--- src/rtl/sd_block_receiver.sv ---
// SD single-block read receiver: token hunt, data FIFO, trailing CRC16 check.
// Optional CRC checking is enabled by defining SD_BLOCK_CRC_CHECK_EN.
module sd_block_receiver #(
    parameter int unsigned BLOCK_LEN     = 512,
    parameter int unsigned FIFO_DEPTH    = 16,
    parameter int unsigned TOKEN_TIMEOUT = 1024
) (
    input  logic       i_clk,
    input  logic       i_rst,
    input  logic       i_start,
    output logic       o_busy,
    input  logic       i_in_valid,
    input  logic [7:0] i_in_data,
    output logic       o_in_ready,
    output logic       o_out_valid,
    output logic [7:0] o_out_data,
    output logic       o_out_last,
    input  logic       i_out_ready,
    output logic       o_done,
    output logic       o_crc_err,
    output logic       o_token_err,
    output logic       o_timeout_err
);
    localparam int unsigned BCW = $clog2(BLOCK_LEN + 1);
    localparam int unsigned TCW = $clog2(TOKEN_TIMEOUT + 1);
    localparam int unsigned PW  = $clog2(FIFO_DEPTH);
    localparam int unsigned CW  = $clog2(FIFO_DEPTH + 1);
    localparam logic [BCW-1:0] LastIdx = BCW'(BLOCK_LEN - 1);
    localparam logic [TCW-1:0] ToLast  = TCW'(TOKEN_TIMEOUT - 1);
    localparam logic [CW-1:0]  Full    = CW'(FIFO_DEPTH);

    typedef enum logic [2:0] {StIdle, StHunt, StData, StCrcHi, StCrcLo, StDrain, StFinish} state_t;

    state_t         r_state, w_state_d;
    logic [BCW-1:0] r_byte_cnt, w_byte_cnt_d;
    logic [TCW-1:0] r_to_cnt, w_to_cnt_d;
    logic           r_token_err, w_token_err_d;
    logic           r_timeout_err, w_timeout_err_d;

    logic [8:0]     r_mem [FIFO_DEPTH];
    logic [PW-1:0]  r_wr_ptr, r_rd_ptr;
    logic [CW-1:0]  r_count;
    logic           w_full, w_push, w_pop, w_last;

    assign w_full      = (r_count == Full);
    assign o_out_valid = (r_count != '0);
    assign w_pop       = o_out_valid & i_out_ready;
    assign o_out_data  = o_out_valid ? r_mem[r_rd_ptr][7:0] : 8'h00;
    assign o_out_last  = o_out_valid & r_mem[r_rd_ptr][8];
    assign o_busy      = (r_state != StIdle) && (r_state != StFinish);
    assign o_token_err   = r_token_err;
    assign o_timeout_err = r_timeout_err;

`ifdef SD_BLOCK_CRC_CHECK_EN
    logic [15:0] r_crc, w_crc_d;
    logic [7:0]  r_crc_hi, w_crc_hi_d;
    logic        r_crc_err, w_crc_err_d;

    // XMODEM variant: poly 0x1021, MSB first, one whole byte per call.
    function automatic logic [15:0] crc16_byte(input logic [15:0] crc, input logic [7:0] data);
        logic [15:0] c;
        c = crc ^ {data, 8'h00};
        for (int i = 0; i < 8; i++) c = c[15] ? ((c << 1) ^ 16'h1021) : (c << 1);
        return c;
    endfunction

    assign o_crc_err = r_crc_err;
`else
    assign o_crc_err = 1'b0;
`endif

    always_comb begin
        w_state_d       = r_state;
        w_byte_cnt_d    = r_byte_cnt;
        w_to_cnt_d      = r_to_cnt;
        w_token_err_d   = r_token_err;
        w_timeout_err_d = r_timeout_err;
`ifdef SD_BLOCK_CRC_CHECK_EN
        w_crc_d         = r_crc;
        w_crc_hi_d      = r_crc_hi;
        w_crc_err_d     = r_crc_err;
`endif
        o_in_ready = 1'b0;
        o_done     = 1'b0;
        w_push     = 1'b0;
        w_last     = 1'b0;
        unique case (r_state)
            StIdle: begin
                if (i_start) begin
                    w_state_d       = StHunt;
                    w_byte_cnt_d    = '0;
                    w_to_cnt_d      = '0;
                    w_token_err_d   = 1'b0;
                    w_timeout_err_d = 1'b0;
`ifdef SD_BLOCK_CRC_CHECK_EN
                    w_crc_d         = 16'h0000;
                    w_crc_err_d     = 1'b0;
`endif
                end
            end
            StHunt: begin
                o_in_ready = 1'b1;
                if (i_in_valid) begin
                    if (i_in_data == 8'hFE) begin
                        w_state_d = StData;
                    end else if (i_in_data == 8'hFF) begin
                        w_to_cnt_d = r_to_cnt + 1'b1;
                        if (r_to_cnt == ToLast) begin
                            w_timeout_err_d = 1'b1;
                            w_state_d       = StFinish;
                        end
                    end else begin
                        w_token_err_d = 1'b1;
                        w_state_d     = StFinish;
                    end
                end
            end
            StData: begin
                // Full check deliberately ignores a same-cycle pop.
                o_in_ready = ~w_full;
                if (i_in_valid && !w_full) begin
                    w_push       = 1'b1;
                    w_last       = (r_byte_cnt == LastIdx);
                    w_byte_cnt_d = r_byte_cnt + 1'b1;
`ifdef SD_BLOCK_CRC_CHECK_EN
                    w_crc_d      = crc16_byte(r_crc, i_in_data);
`endif
                    if (w_last) w_state_d = StCrcHi;
                end
            end
            StCrcHi: begin
                o_in_ready = 1'b1;
                if (i_in_valid) begin
`ifdef SD_BLOCK_CRC_CHECK_EN
                    w_crc_hi_d = i_in_data;
`endif
                    w_state_d = StCrcLo;
                end
            end
            StCrcLo: begin
                o_in_ready = 1'b1;
                if (i_in_valid) begin
`ifdef SD_BLOCK_CRC_CHECK_EN
                    w_crc_err_d = ({r_crc_hi, i_in_data} != r_crc);
`endif
                    w_state_d = StDrain;
                end
            end
            StDrain: begin
                if (r_count == '0) w_state_d = StFinish;
            end
            StFinish: begin
                o_done    = 1'b1;
                w_state_d = StIdle;
            end
            default: w_state_d = StIdle;
        endcase
    end

    always_ff @(posedge i_clk or posedge i_rst) begin
        if (i_rst) begin
            r_state       <= StIdle;
            r_byte_cnt    <= '0;
            r_to_cnt      <= '0;
            r_token_err   <= 1'b0;
            r_timeout_err <= 1'b0;
            r_wr_ptr      <= '0;
            r_rd_ptr      <= '0;
            r_count       <= '0;
`ifdef SD_BLOCK_CRC_CHECK_EN
            r_crc         <= 16'h0000;
            r_crc_hi      <= 8'h00;
            r_crc_err     <= 1'b0;
`endif
        end else begin
            r_state       <= w_state_d;
            r_byte_cnt    <= w_byte_cnt_d;
            r_to_cnt      <= w_to_cnt_d;
            r_token_err   <= w_token_err_d;
            r_timeout_err <= w_timeout_err_d;
`ifdef SD_BLOCK_CRC_CHECK_EN
            r_crc         <= w_crc_d;
            r_crc_hi      <= w_crc_hi_d;
            r_crc_err     <= w_crc_err_d;
`endif
            if (w_push) r_wr_ptr <= r_wr_ptr + 1'b1;
            if (w_pop)  r_rd_ptr <= r_rd_ptr + 1'b1;
            case ({w_push, w_pop})
                2'b10:   r_count <= r_count + 1'b1;
                2'b01:   r_count <= r_count - 1'b1;
                default: r_count <= r_count;
            endcase
        end
    end

    // Storage needs no reset: output is gated by the count.
    always_ff @(posedge i_clk) begin
        if (w_push) r_mem[r_wr_ptr] <= {w_last, i_in_data};
    end
endmodule

--- config.mk ---
export PLATFORM = sky130hd
export DESIGN_NAME = sd_block_receiver
export DESIGN_NICKNAME = d
export VERILOG_FILES = /design/src/rtl/sd_block_receiver.sv
export SDC_FILE = /design/constraint.sdc
export NUM_CORES = 1
export LEC_CHECK = 0
export ABC_CLOCK_PERIOD_IN_PS = 4700
export CORE_UTILIZATION = 35
export DETAILED_ROUTE_END_ITERATION = 8
export PLACE_DENSITY_LB_ADDON = 0.12
export SYNTH_ARGS = -nofsm -noshare
export SYNTH_HDL_FRONTEND = slang
export SYNTH_SLANG_ARGS = --single-unit
--- constraint.sdc ---
create_clock -name i_clk -period 4.7 [get_ports i_clk]
set_input_delay 0.705 -clock i_clk [delete_from_list [all_inputs] [get_ports i_clk]]
set_output_delay 0.705 -clock i_clk [all_outputs]
set_load 0.05 [all_outputs]
==> impl_results.md <==
- CP max FO: 15
- Max-cap viol count: 0
- Clock network power share: 0.270
- Net Switching: 1.85 mW
- Total CTS buffers: 17
- H-tree depth: 4
- DR vias/cell: 5.17
- Worst Setup EP: o_out_last
- Comb pwr share: 0.339
- Remaining antenna violation count: 0
- Placed Instance Area: 8510 µm²
- Ys async rst share: 0.213
- Cells after synthesis: 473
- Fillers: 1984
- Worst-margin pin slew: 0.803 ns
- RSZ-0062 raised after global routing: no
- Worst IR drop on VDD: 254 µV
- Tot Pwr: 5.39 mW
- Inserted Diodes: 0
- Chip Height: 152 µm
- Max_slew headroom: 0.461
- RePlAce Congestion: 0.742
- P_int: 3.55 mW
- Commonest cells after routing, fill and taps aside: edfxtp_1, mux4_2, dfrtp_1
- Hold-fix buffers, CTS: 0
- DP HPWL: 11000 µm
- Cell area after layout: 9110 µm²
- Pwr Density: 592 nW/µm²
- Total number of vias: 4196
- Startpoint Class: register
- Leakage: 3.11 nW
- CTS resizes: 0
- Die area: 23000 µm²
- CP endpoint kind: output pin
- Clk slew on worst S/H paths: 0.07 ns
- Global-route wire length before repair: 26400 µm
- Fin crit share: 0.858
- Post-synth EDFFs: 144
- Initial core utilization: 0.358
- First-pass iteration count of the detailed router: 4
- Slack of the critical path: 0.668 ns
- Reg2reg path depth: 11
- Largest net degree at the start of global routing: 40
- CORE AREA: 21900 µm²
- Synthesized area per cell: 16.6 µm²
- R2r endpoint: r_count[4]
- Min Tclk post-route: 4.03 ns
- Cells after DPL: 779
- Clock buffer depth: 2
- Synth cell types: 52
- Ys flop type: edfxtp_1
- DR WL/cell: 21.2 µm
- Row count: 54
- Post-synthesis register bit count: 183
- Switching share of power: 0.342
- Overall Global Routing Usage: 0.164
- Commonest non-fill, non-tap cell in the layout: edfxtp_1
- Final std cells w/o fill: 811
- Final net count: 542
- Max Fclk: 248 MHz
- Final setup vio count: 0
- DR DRC count: 0
- R2r startpoint: r_count[1]
- Total Wirelength: 17200 µm
- Synth Net Count: 497
- Initial antenna violation count: 0
- Register-to-register path setup slack: 1.48 ns
- Vias in the first global route: 4330
- Cell Area, Synth: 7830 µm²
- Initial DRC count: 290
- Sink Count: 183
- Status: finished, final reports clean
- Share of layout cells above drive strength 1: 0.203
- Setup TNS: 0 ns
- Yosys warnings: 0
- Tightest Hold Check Type: reg2reg
- Critical setup path kind: reg2out
- Slew Viols, Final: 0
- IO Port Bufs: 27
- Total gr overflow: 0
- Worst Path Required: 3.99 ns
- Sequential fraction of design power: 0.391
- Die W: 152 µm
- CTS tree: done
- Sequential cell area fraction in the yosys report: 0.677
- Fin Clk Skew: 0.00991 ns
- Post-CTS setup buffers: 0
- Root buffer cell: clkbuf_16
- Placement Setup Slack: 0.926 ns
- Worst EP arrival: 3.33 ns
- Syn-to-layout area delta: 16.3%
- Crit. Startpoint: r_rd_ptr[0]
- Top-Level Pins: 29
- Worst-skew pair later-pin latency: 0.42 ns
- Final hold viol count: 0
## synth_stat cells, types with 2 or more instances
library cell | instances | area share
o22ai_1 | 2 | 0.0016
edfxtp_1 | 144 | 0.55
dfrtp_1 | 39 | 0.12
nor4_1 | 3 | 0.0024
o31ai_1 | 2 | 0.0019
buf_2 | 5 | 0.0032
o21a_1 | 2 | 0.0019
ha_1 | 11 | 0.018
nand4_1 | 9 | 0.0072
a22oi_1 | 2 | 0.0019
o211ai_1 | 3 | 0.0029
mux4_2 | 45 | 0.13
o21ai_0 | 11 | 0.0070
mux2i_1 | 2 | 0.0026
nand2b_1 | 6 | 0.0048
nor3b_1 | 3 | 0.0029
inv_1 | 9 | 0.0043
nand2_1 | 24 | 0.012
nand3b_1 | 2 | 0.0019
or3_1 | 3 | 0.0024
clkbuf_1 | 12 | 0.0058
nor3_1 | 8 | 0.0051
nor2b_1 | 11 | 0.0088
and4_1 | 2 | 0.0022
a21boi_0 | 2 | 0.0019
or2_2 | 2 | 0.0016
nor2_1 | 34 | 0.016
buf_6 | 4 | 0.0058
and3_1 | 5 | 0.0040
xnor2_1 | 12 | 0.013
xor2_1 | 15 | 0.017
buf_1 | 4 | 0.0019
nand3_1 | 9 | 0.0058
a21oi_1 | 8 | 0.0051
## metrics by stage
| step | utilization | hold WS (ns) |
|---|---|---|
| 3_3_place_gp | 0.389 | 0.474 |
| 3_5_place_dp | 0.389 | 0.471 |
| 5_1_grt | 0.416 | 0.527 |
| 2_1_floorplan | - | 0.448 |
| 4_1_cts | 0.416 | 0.486 |
| 6_report | 0.416 | 0.486 |
## worst min-delay path by stage
| stage | startpoint | cells after the start | slack (ns) | endpoint |
|---|---|---|---|---|
| after detailed placement | r_byte_cnt[5] | 1 | 0.47 | r_byte_cnt[5] |
| final | r_byte_cnt[5] | 1 | 0.49 | r_byte_cnt[5] |
| after CTS | r_byte_cnt[5] | 1 | 0.49 | r_byte_cnt[5] |
| after floorplan | r_byte_cnt[5] | 1 | 0.45 | r_byte_cnt[5] |
| after global routing | r_byte_cnt[5] | 1 | 0.53 | r_byte_cnt[5] |
| after global placement | r_byte_cnt[5] | 1 | 0.47 | r_byte_cnt[5] |
## cell families after synthesis
kind of cell | count (synthesis) | share of synthesized area
simple gates | 125 | 0.0815
xor+xnor | 27 | 0.0302
fa+ha+maj | 11 | 0.0176
mux | 50 | 0.137
buf+inv | 35 | 0.0219
flops | 183 | 0.677
compound gates | 41 | 0.0348
other cells | 1 | 0.000479
## cell type report
class / instances / area, µm² / area share
Sequential cell: 183 / 5300 / 0.582
Multi-Input combinational cell: 255 / 2370 / 0.260
Timing Repair Buffer: 52 / 458 / 0.0503
Clock buffer: 20 / 437 / 0.0479
Tap cell: 280 / 350 / 0.0385
Clock inverter: 12 / 165 / 0.0181
Inverter: 9 / 33.8 / 0.00371
## power by group through the flow
stage | combinational (mW) | clock, mW | sequential [mW]
floorplan | 1.50 | 0 | 1.98
global placement | 1.84 | 0 | 2.14
detailed placement | 1.86 | 0 | 2.15
CTS | 1.86 | 1.49 | 2.11
global route | 1.97 | 1.55 | 2.14
finish | 1.83 | 1.45 | 2.11
## sequential cells by signal (all words and copies together) (netlist names)
name           cells
o_timeout_err      1
o_token_err        1
r_byte_cnt        10
r_count            5
r_mem            144
r_rd_ptr           4
r_state            3
r_to_cnt          11
r_wr_ptr           4
## worst max-delay path, stage by stage, from the launching register on
cell and delay [ns]:
dfrtp_2 0.66, buf_4 0.37, mux4_2 0.54, mux4_2 0.47
nor2b_1 0.15, clkdlybuf4s50_1 0.72
## layer usage
metal  vias up  part of all wire  GRT usage
met2        76              0.49      0.268
met5         -                 0          0
li1       1923                 -          -
met3        15             0.037     0.0401
met4         0             0.012     0.0525
met1      2182              0.46      0.214
Note: power is estimated with default switching activity, not from simulation.
